==> src/rtl/pci_par_unit.sv <==
// pci_par_unit -- PCI PAR/PAR64 generation, parity checking, PERR#/SERR#
// signalling and sticky parity status.
//
// Optional feature: define PCI_PAR_ERR_CNT_EN to build a saturating
// parity-error counter on err_cnt. Without it err_cnt is tied to zero.
//
// Timing: parity of AD/C/BE# is always reported one clock after the AD
// phase. The received AD/C/BE# are registered, compared against PAR/PAR64
// in the following cycle, and the resulting error flags drive PERR#/SERR#
// one clock later.
module pci_par_unit #(
  parameter int DATA_W = 32,
  parameter int CNT_W  = 8
) (
  input  logic                clk,
  input  logic                rst,
  // generation side
  input  logic [DATA_W-1:0]   ad_out,
  input  logic [DATA_W/8-1:0] cbe_out,
  input  logic                drive_en,
  output logic                par_out,
  output logic                par64_out,
  output logic                par_oe,
  // check side
  input  logic [DATA_W-1:0]   ad_in,
  input  logic [DATA_W/8-1:0] cbe_in,
  input  logic                par_in,
  input  logic                par64_in,
  input  logic                addr_phase,
  input  logic                data_phase,
  // control
  input  logic                perr_en,
  input  logic                serr_en,
  input  logic                clr_status,
  // error signalling
  output logic                perr_n,
  output logic                perr_oe,
  output logic                serr_n,
  output logic                serr_oe,
  // status
  output logic                det_par_err,
  output logic                sig_serr,
  output logic [CNT_W-1:0]    err_cnt
);

  localparam int CBE_W = DATA_W / 8;

  typedef enum logic [1:0] {
    PERR_IDLE,
    PERR_ASSERT,
    PERR_RECOVER
  } perr_state_t;

  // Even parity over one 32-bit lane and its four byte enables.
  function automatic logic lane_par(input logic [31:0] ad, input logic [3:0] cbe);
    return ^{ad, cbe};
  endfunction

  // Registered copy of the received phase; PAR arrives one clock later.
  logic [DATA_W-1:0] ad_q;
  logic [CBE_W-1:0]  cbe_q;
  logic              addr_q;
  logic              data_q;

  logic gen_lo, gen_hi;
  logic bad_lo, bad_hi;

  assign gen_lo = lane_par(ad_out[31:0], cbe_out[3:0]);
  assign bad_lo = lane_par(ad_q[31:0], cbe_q[3:0]) ^ par_in;

  generate
    if (DATA_W == 64) begin : g_lane64
      assign gen_hi = lane_par(ad_out[DATA_W-1:32], cbe_out[CBE_W-1:4]);
      assign bad_hi = lane_par(ad_q[DATA_W-1:32], cbe_q[CBE_W-1:4]) ^ par64_in;
    end else begin : g_lane32
      // The upper lane does not exist on a 32-bit bus; PAR64 is ignored.
      logic unused_par64;
      assign unused_par64 = par64_in;
      assign gen_hi       = 1'b0;
      assign bad_hi       = 1'b0;
    end
  endgenerate

  // An address phase takes priority over a data phase flagged alongside it.
  logic mismatch, addr_err, data_err, any_err, perr_hit, serr_hit;

  assign mismatch = bad_lo | bad_hi;
  assign addr_err = mismatch & addr_q;
  assign data_err = mismatch & data_q & ~addr_q;
  assign any_err  = addr_err | data_err;
  assign perr_hit = data_err & perr_en;
  assign serr_hit = addr_err & perr_en & serr_en;

  // Outgoing parity register: PAR follows the AD phase by one clock.
  always_ff @(posedge clk) begin
    // NOTE: reset here is synchronous -- it is just the highest-priority
    // branch of the clocked block, so rst has no effect between edges.
    if (rst) begin
      // NOTE: state is updated with non-blocking assignments so every
      // register samples its inputs from before the edge, whatever the
      // statement order.
      par_out   <= 1'b0;
      par64_out <= 1'b0;
      par_oe    <= 1'b0;
    end else begin
      par_oe <= drive_en;
      if (drive_en) begin
        par_out   <= gen_lo;
        par64_out <= gen_hi;
      end
    end
  end

  // Check-side sample register; cleared on reset so stale phases die.
  always_ff @(posedge clk) begin
    if (rst) begin
      ad_q   <= '0;
      cbe_q  <= '0;
      addr_q <= 1'b0;
      data_q <= 1'b0;
    end else begin
      ad_q   <= ad_in;
      cbe_q  <= cbe_in;
      addr_q <= addr_phase;
      data_q <= data_phase;
    end
  end

  // PERR# driver: assert per data error, drive high one cycle, then release.
  perr_state_t perr_state;

  always_ff @(posedge clk) begin
    if (rst) begin
      perr_state <= PERR_IDLE;
      perr_n     <= 1'b1;
      perr_oe    <= 1'b0;
    end else begin
      // NOTE: every path through this case assigns the state and both
      // outputs, and the default arm catches the unused encoding.
      case (perr_state)
        PERR_IDLE, PERR_ASSERT, PERR_RECOVER: begin
          if (perr_hit) begin
            perr_state <= PERR_ASSERT;
            perr_n     <= 1'b0;
            perr_oe    <= 1'b1;
          end else if (perr_state == PERR_ASSERT) begin
            perr_state <= PERR_RECOVER;
            perr_n     <= 1'b1;
            perr_oe    <= 1'b1;
          end else begin
            perr_state <= PERR_IDLE;
            perr_n     <= 1'b1;
            perr_oe    <= 1'b0;
          end
        end
        default: begin
          perr_state <= PERR_IDLE;
          perr_n     <= 1'b1;
          perr_oe    <= 1'b0;
        end
      endcase
    end
  end

  // SERR# is a single-cycle pulse per qualified address error.
  always_ff @(posedge clk) begin
    if (rst) begin
      serr_n  <= 1'b1;
      serr_oe <= 1'b0;
    end else begin
      serr_n  <= ~serr_hit;
      serr_oe <= serr_hit;
    end
  end

  // Sticky status bits; a new event wins over a simultaneous clear.
  always_ff @(posedge clk) begin
    if (rst) begin
      det_par_err <= 1'b0;
      sig_serr    <= 1'b0;
    end else begin
      det_par_err <= any_err  | (det_par_err & ~clr_status);
      sig_serr    <= serr_hit | (sig_serr    & ~clr_status);
    end
  end

`ifdef PCI_PAR_ERR_CNT_EN
  // Saturating error counter; counting wins over a simultaneous clear.
  always_ff @(posedge clk) begin
    if (rst) begin
      err_cnt <= '0;
    end else if (any_err) begin
      if (err_cnt != {CNT_W{1'b1}}) err_cnt <= err_cnt + 1'b1;
    end else if (clr_status) begin
      err_cnt <= '0;
    end
  end
`else
  assign err_cnt = '0;
`endif

endmodule

==> config.mk <==
export PLATFORM = sky130hd
export DESIGN_NAME = pci_par_unit
export DESIGN_NICKNAME = d
export VERILOG_FILES = /design/src/rtl/pci_par_unit.sv
export SDC_FILE = /design/constraint.sdc
export NUM_CORES = 1
export LEC_CHECK = 0
export BUFFER_PORTS_ARGS = -buffer_cell sky130_fd_sc_hd__buf_2
export CAP_MARGIN = 10
export CORE_MARGIN = 2
export CORE_UTILIZATION = 41
export CTS_CLUSTER_DIAMETER = 100
export DETAILED_ROUTE_END_ITERATION = 6
export PLACE_DENSITY = 0.76
export RECOVER_POWER = 50
export SLEW_MARGIN = 15
export SYNTH_ARGS = -nofsm -noshare
export SYNTH_HDL_FRONTEND = slang
export SYNTH_SLANG_ARGS = --single-unit
==> constraint.sdc <==
create_clock -name clk -period 1.8 [get_ports clk]
set_clock_uncertainty 0.15 [all_clocks]
set_input_delay 0 -clock clk [delete_from_list [all_inputs] [get_ports clk]]
set_output_delay 0 -clock clk [all_outputs]
set_load 0.005 [all_outputs]
Word level (Yosys, flattened, before mapping)
Index checks and enable logic that the tools add are counted.

storage, ports and cells
  latch bits = 0
  bits in registers = 48
  memories kept = 0
  input port bits = 82
  ROM bits = 0
  memory bits (writable) = 0

operators by class
  multipliers = 0
  reductions and logical operators = 6
  muxes and demuxes = 5
  equality and inequality tests = 2
  add/sub/neg operators = 0
  bitwise logic cells = 16
  $lt $le $gt $ge = 0
  shift operators = 0
  divide/modulo/power cells = 0

operator list
  cell                                                              count
  36-bit parity                                                     2
  1-bit bitwise AND                                                 8
  3-bit OR reduction                                                2
  1-bit 2-to-1 mux                                                  4
  1-bit NOT                                                         4
  1-bit bitwise OR                                                  3
  2-bit by 1-bit == test with 1-bit output (second input constant)  1
  2-bit == test (second input constant)                             1
  2-bit zero test                                                   1
  2-bit 2-to-1 mux                                                  1
  2-bit OR reduction                                                1
  1-bit bitwise XOR                                                 1

Depth between registers and ports, before layout
Gate-level depths: netlist (run 1).

  depth in word-level cells = 6
  mapped depth = 6
  gate-level depth less buffers = 6

Worst setup path before layout (run 1)
Ideal clock, no wire load.

  kind = reg2reg
  start = reg ad_q[10]
  end = reg perr_n
  data arrival time = 1.674 ns
  required time = 1.526 ns
  cell stages (with the launch flop) = 7
  library setup time = 0.124 ns
  buffers on the path = 0
  setup slack = -0.149 ns
  period minus slack after synthesis = 1.949 ns
  cell sequence = dfxtp_1 > xor2_1 > xnor2_1 > xnor2_1 > xnor3_2 > xnor2_4 > a2111o_1

between the ends
  longest elaborated chain between the ends = 6

RTL lines
  element                         line  source
  start: declaration              60    logic [DATA_W-1:0] ad_q;
  start signal: assignment        122   ad_q <= ad_in;
  36-bit parity                   56    return ^{ad, cbe};
  1-bit bitwise XOR               69    assign bad_lo = lane_par(ad_q[31:0], cbe_q[3:0]) ^ par_in;
  1-bit bitwise AND (2 in a row)  89    assign data_err = mismatch & data_q & ~addr_q;
  1-bit bitwise AND               91    assign perr_hit = data_err & perr_en;
  1-bit 2-to-1 mux                142   if (perr_hit) begin
  end signal: assignment          144   perr_n <= 1'b0;
  end signal: assignment          148   perr_n <= 1'b1;
  end signal: assignment          152   perr_n <= 1'b1;
  end: declaration                36    output logic perr_n,

No other way between the ends.
A chain may end at the register's enable or synchronous reset.

Worst setup path in the final report (run 1)
  start = reg ad_q[4]
  end = reg perr_n

The elaborated chain is that of the path after synthesis.

==> flow_metrics.tcl, run 1 <==
set metrics [dict create \
    finalMaxSlewViolations 0 \
    setup_violations 8 \
    clock.fmax_mhz 490 \
    slowest_delay_ns 0.49 \
    r2r_cells 6 \
    placed_cell_area_mm2 0.00255 \
    postRouteAntennaNets 0 \
    pre_cts_slack_ns -0.272 \
    cts_tree "built" \
    violations "setup timing" \
    leakage_nw 1.35 \
    worst_ep_required_time_ns 1.83 \
    grt_pass1_wl_um 6050 \
    vdd_drop_max_mv 0.535 \
    drive_above_1_share_pct 33.9 \
    numPortBuffers 88 \
    power_density_mw_per_mm2 914 \
    cts_buffer_depth 2 \
    fp-row-count 25 \
    r2r_end "perr_n" \
    rr_startpoint "ad_q[4]" \
    drcViolationCount 0 \
    maxCapViolations 0 \
    endpoint_kind "flop" \
    cp-start-kind "flop" \
    pwr-share-seq_pct 41.5 \
    finalHoldViolCount 0 \
    grt.total_usage_pct 14.4 \
    comb_power_share_pct 38.3 \
    clk_pin_slew_worst_paths_ns 0.08 \
    internal_power_mw 2.07 \
    regMostFlops "ad_q" \
    syn-instance-count 188 \
    syn_avg_cell_area_um2 11.0 \
    firstDrtPassIters 3 \
    h-tree-depth 2 \
    netSwitchingPower_uw 777 \
    finalCritPeriodShare_pct 113 \
    worstPathArrival_ns 2.07 \
    clkPwrFrac_pct 20.2 \
    fin_ws_ns -0.243 \
    die_y_um 75.1 \
    syn_to_final_growth_pct 50.0 \
    first_global_vias 1532 \
    grt_max_degree 30 \
    final_common_cell "buf_2" \
    vias_per_cell 4.06 \
    vias 1579 \
    chipWidth_um 75.1 \
    hold_end "ad_q[11]" \
    yosys_warnings 0 \
    dp_hpwl_um 2600 \
    final_util_pct 65.0 \
    core_mm2 0.00479 \
    largest_registers "ad_q (32), cbe_q (4), perr_state (2)" \
    synth.ff_latch_count 48 \
    path_max_fanout 7 \
    cp_common_cell "xnor2_2" \
    largest_register_ffs 32 \
    hp-class "in -> reg" \
    drt-total-wl_um 3770 \
    final_nets 404 \
    finalSetupTns_ns -1.33 \
    synth_area_mm2 0.00207 \
    outcome "complete, but fails checks" \
    rrSetupSlack_ns -0.24 \
    antenna_cells 0 \
    fin_area_mm2 0.00311 \
    dieArea_mm2 0.00564 \
    root_buffer "clkbuf_8" \
    rsz0062_at_grt "true" \
    switching_share_pct 27.3 \
    most-common-layout-cells "buf_2, xnor2_1, dfxtp_1" \
    drt_iter0_markers 40 \
    synth_cell_type_count 24 \
    worstPathCellList "xnor2_2 > xnor2_2 > xnor2_1 > xnor3_2 > xnor2_4 > a2111o_1" \
    ys_seq_area_share_pct 46.3 \
    cp_slowest_cell "xnor3_2" \
    wl_per_cell_um 9.70 \
    crit_type "reg -> reg" \
    grt_overflow 0 \
    cts_sinks 48 \
    gp_congestion 0.739 \
    min_path_cells 2 \
    antenna_found_initial 0 \
    cts-buffers-inserted 5 \
    min_period_ns 2.04 \
    clkLatencyLatePin_ns 0.29 \
    min_from "rst" \
    hold-worst-slack_ns 0.0138 \
    num_io_pins 99 \
    start_util_pct 43.3 \
]
critical path: cells and delay by family (launching register included):
kind / cells / cell delay [ns]
compound gates: 1 / 0.30
flops: 1 / 0.33
xor+xnor: 5 / 1.15
kinds of logic after synthesis:
logic type / share of synthesized area, %
DFF: 46.3
other: 0.181
and+or+nand+nor: 14.4
buffers and inverters: 4.16
AOI/OAI and AO/OA: 3.14
xor gates and xnor gates: 31.8
final cells by class:
cell class | instances | area [µm²]
Fill cell | 374 | 1680
Multi-Input combinational cell | 134 | 1090
Sequential cell | 48 | 965
Timing Repair Buffer | 133 | 888
Tap cell | 67 | 83.8
Clock buffer | 6 | 72.6
Clock inverter | 1 | 5.00
worst max-delay path by stage:
stage	startpoint	endpoint	depth (start not counted)
finish	ad_q[4]	perr_n	6
global route	ad_q[6]	perr_n	6
CTS	ad_q[6]	perr_n	6
detailed placement	ad_q[6]	perr_n	6
global placement	ad_q[6]	perr_n	6
floorplan	ad_q[12]	perr_n	6
power by group through the flow:
stage,sequential (mW),combinational (mW),clock [mW]
final,1.18,1.09,0.575
after global routing,1.19,1.20,0.636
after CTS,1.18,1.03,0.599
after detailed placement,1.20,0.898,0
after global placement,1.20,0.885,0
after floorplan,1.21,0.719,0
cells in the mapped netlist, drive strengths merged:
cell     instances  area (µm²)
xor2             9        78.8
o21ba            1        10.0
dfxtp           48         961
or3b             1        8.76
or2              1        6.26
nand3b           1        7.51
nand4b           1        8.76
buf              9        67.6
xnor2           58         534
o41ai            1        8.76
o21ai            1        5.00
conb             1        3.75
clkbuf           5        18.8
a2111oi          1        15.0
xnor3            2        46.3
nand2            2        7.51
o31ai            1        7.51
a211oi           1        7.51
nor2             4        15.0
a2111o           1        11.3
nor2b           39         244
per-layer routing:
metal	GRT usage [%]	up-vias	part of all wire (%)	routed length, µm
met3	3.61	8	5.3	199
li1	-	827	-	-
met5	0	-	0	0
met1	13.7	692	37	1410
met4	6.55	0	1.7	64
met2	28.4	52	56	2100
timing repair:
action                     4_1_cts  5_1_grt
hold buffers                    43        0
resized for setup                0        9
hold endpoints to repair        48        0
setup buffers                    1        0
setup endpoints to repair        8        8
pin swaps                        3        1
metrics by stage:
step	total power [mW]	cells
after global routing	3.02	389
after detailed placement	2.10	338
after CTS	2.81	389
after global placement	2.09	338
final	2.84	389
after floorplan	1.92	196
Power figures use the tool's default switching activity.
==> inputs of run 2 (changes only) <==
--- a/config.mk
+++ b/config.mk
@@ -12,8 +12,7 @@
 export CTS_CLUSTER_DIAMETER = 100
 export DETAILED_ROUTE_END_ITERATION = 6
 export PLACE_DENSITY = 0.76
-export RECOVER_POWER = 50
-export SLEW_MARGIN = 15
+export RECOVER_POWER = 25
 export SYNTH_ARGS = -nofsm -noshare
 export SYNTH_HDL_FRONTEND = slang
 export SYNTH_SLANG_ARGS = --single-unit
==> flow_metrics.tcl, run 2 (synthesis gave the netlist of run 1 again) <==
set metrics [dict create \
    dp_hpwl_um 2600 \
    antenna_cells 0 \
    drcViolationCount 0 \
    placed_cell_area_mm2 0.00255 \
    rrSetupSlack_ns -0.24 \
    vdd_drop_max_mv 0.535 \
    core_mm2 0.00479 \
    first_global_vias 1532 \
    grt_overflow 0 \
    start_util_pct 43.3 \
    root_buffer "clkbuf_8" \
    final_common_cell "buf_2" \
    crit_type "reg -> reg" \
    grt_pass1_wl_um 6050 \
    dieArea_mm2 0.00564 \
    finalMaxSlewViolations 0 \
    outcome "complete, but fails checks" \
    largest_register_ffs 32 \
    worst_ep_required_time_ns 1.83 \
    firstDrtPassIters 3 \
    fin_ws_ns -0.243 \
    vias 1579 \
    finalHoldViolCount 0 \
    gp_congestion 0.739 \
    finalSetupTns_ns -1.33 \
    path_max_fanout 7 \
    cp_slowest_cell "xnor3_2" \
    drt_iter0_markers 41 \
    vias_per_cell 4.06 \
    cts_buffer_depth 2 \
    finalCritPeriodShare_pct 113 \
    min_period_ns 2.04 \
    comb_power_share_pct 38.3 \
    cp-start-kind "flop" \
    crit_start "ad_q[4]" \
    fin_area_mm2 0.00311 \
    pwr-share-seq_pct 41.5 \
    clk_pin_slew_worst_paths_ns 0.08 \
    hold-worst-slack_ns 0.0138 \
    clock.fmax_mhz 490 \
    die_y_um 75.1 \
    worstPathCellList "xnor2_2 > xnor2_2 > xnor2_1 > xnor3_2 > xnor2_4 > a2111o_1" \
    min_from "rst" \
    final_nets 404 \
    endpoint_kind "flop" \
    wl_per_cell_um 9.70 \
    rsz0062_at_grt "true" \
    netSwitchingPower_uw 777 \
    cts_tree "built" \
    cp_common_cell "xnor2_2" \
    clkLatencyLatePin_ns 0.29 \
    switching_share_pct 27.3 \
    timing.critical_path.buf_inv 0 \
    num_io_pins 99 \
    regMostFlops "ad_q" \
    cts-buffers-inserted 5 \
    grt.total_usage_pct 14.4 \
    internal_power_mw 2.07 \
    fp-row-count 25 \
    setup_violations 8 \
    antenna_found_initial 0 \
    critical_path.top_delay_family "XOR/XNOR gates" \
    pre_cts_slack_ns -0.272 \
    chipWidth_um 75.1 \
    leakage_nw 1.35 \
    final_util_pct 65.0 \
    syn_to_final_growth_pct 50.0 \
    numPortBuffers 88 \
    drt-total-wl_um 3780 \
    drive_above_1_share_pct 34.2 \
    worstPathArrival_ns 2.07 \
    maxCapViolations 0 \
    most-common-layout-cells "buf_2, xnor2_1, dfxtp_1" \
    grt_max_degree 30 \
    largest_registers "ad_q (32), cbe_q (4), perr_state (2)" \
    rr_startpoint "ad_q[4]" \
    h-tree-depth 2 \
    postRouteAntennaNets 0 \
    clkPwrFrac_pct 20.2 \
    slowest_delay_ns 0.49 \
    violations "setup timing" \
    hp-class "in -> reg" \
    power_density_mw_per_mm2 914 \
    cts_sinks 48 \
]
run 2: cell count changes in the layout (fill, tap and decap cells not counted), sizes merged:
cell	before	now
buf	89	90
clkbuf	7	6
run 2: cell type report:
cell class	instances	area (µm²)
clock buffer	6	72.6
clock inverter	1	5.00
fill	373	1680
multi-input combinational	134	1090
sequential	48	965
tap	67	83.8
timing repair buffer	133	890
run 2: timing repair:
action | CTS | global route
resized for setup | 0 | 9
endpoints found under the hold margin | 48 | 0
setup endpoints to repair | 8 | 8
setup buffers | 1 | 0
pin swaps | 3 | 1
gates cloned | 0 | 0
hold buffers | 43 | 0
run 2: per-layer routing:
layer | track usage (%) | vias to the layer above | wire (µm)
li1 | - | 827 | -
met1 | 13.7 | 692 | 1410
met2 | 28.4 | 52 | 2100
met3 | 3.61 | 8 | 199
met4 | 6.55 | 0 | 64
met5 | 0 | - | 0
run 2: power by group through the flow:
stage	Combinational, mW	Clock (mW)	Sequential (mW)
after global routing	1.20	0.636	1.19
final	1.09	0.575	1.18
after global placement	0.885	0	1.20
after floorplan	0.719	0	1.21
after detailed placement	0.898	0	1.20
after CTS	1.03	0.599	1.18
run 2: stage by stage:
stage	instances	total power [mW]
CTS	389	2.81
global placement	338	2.09
finish	389	2.84
floorplan	196	1.92
global route	389	3.02
detailed placement	338	2.10
run 2: path summary, 6_finish.rpt:
kind / depth (start not counted) / end
worst min register to register: 2 / det_par_err
worst max-delay path: 6 / perr_n
worst min-delay path: 2 / ad_q[11]
worst max register to register: 6 / perr_n
run 2: worst register-to-register path, stage by stage, from the launching register on:
cell and delay, ns:
dfxtp_2 0.33, xnor2_2 0.19, xnor2_2 0.15, xnor2_1 0.14, xnor3_2 0.49, xnor2_4 0.18
a2111o_1 0.30
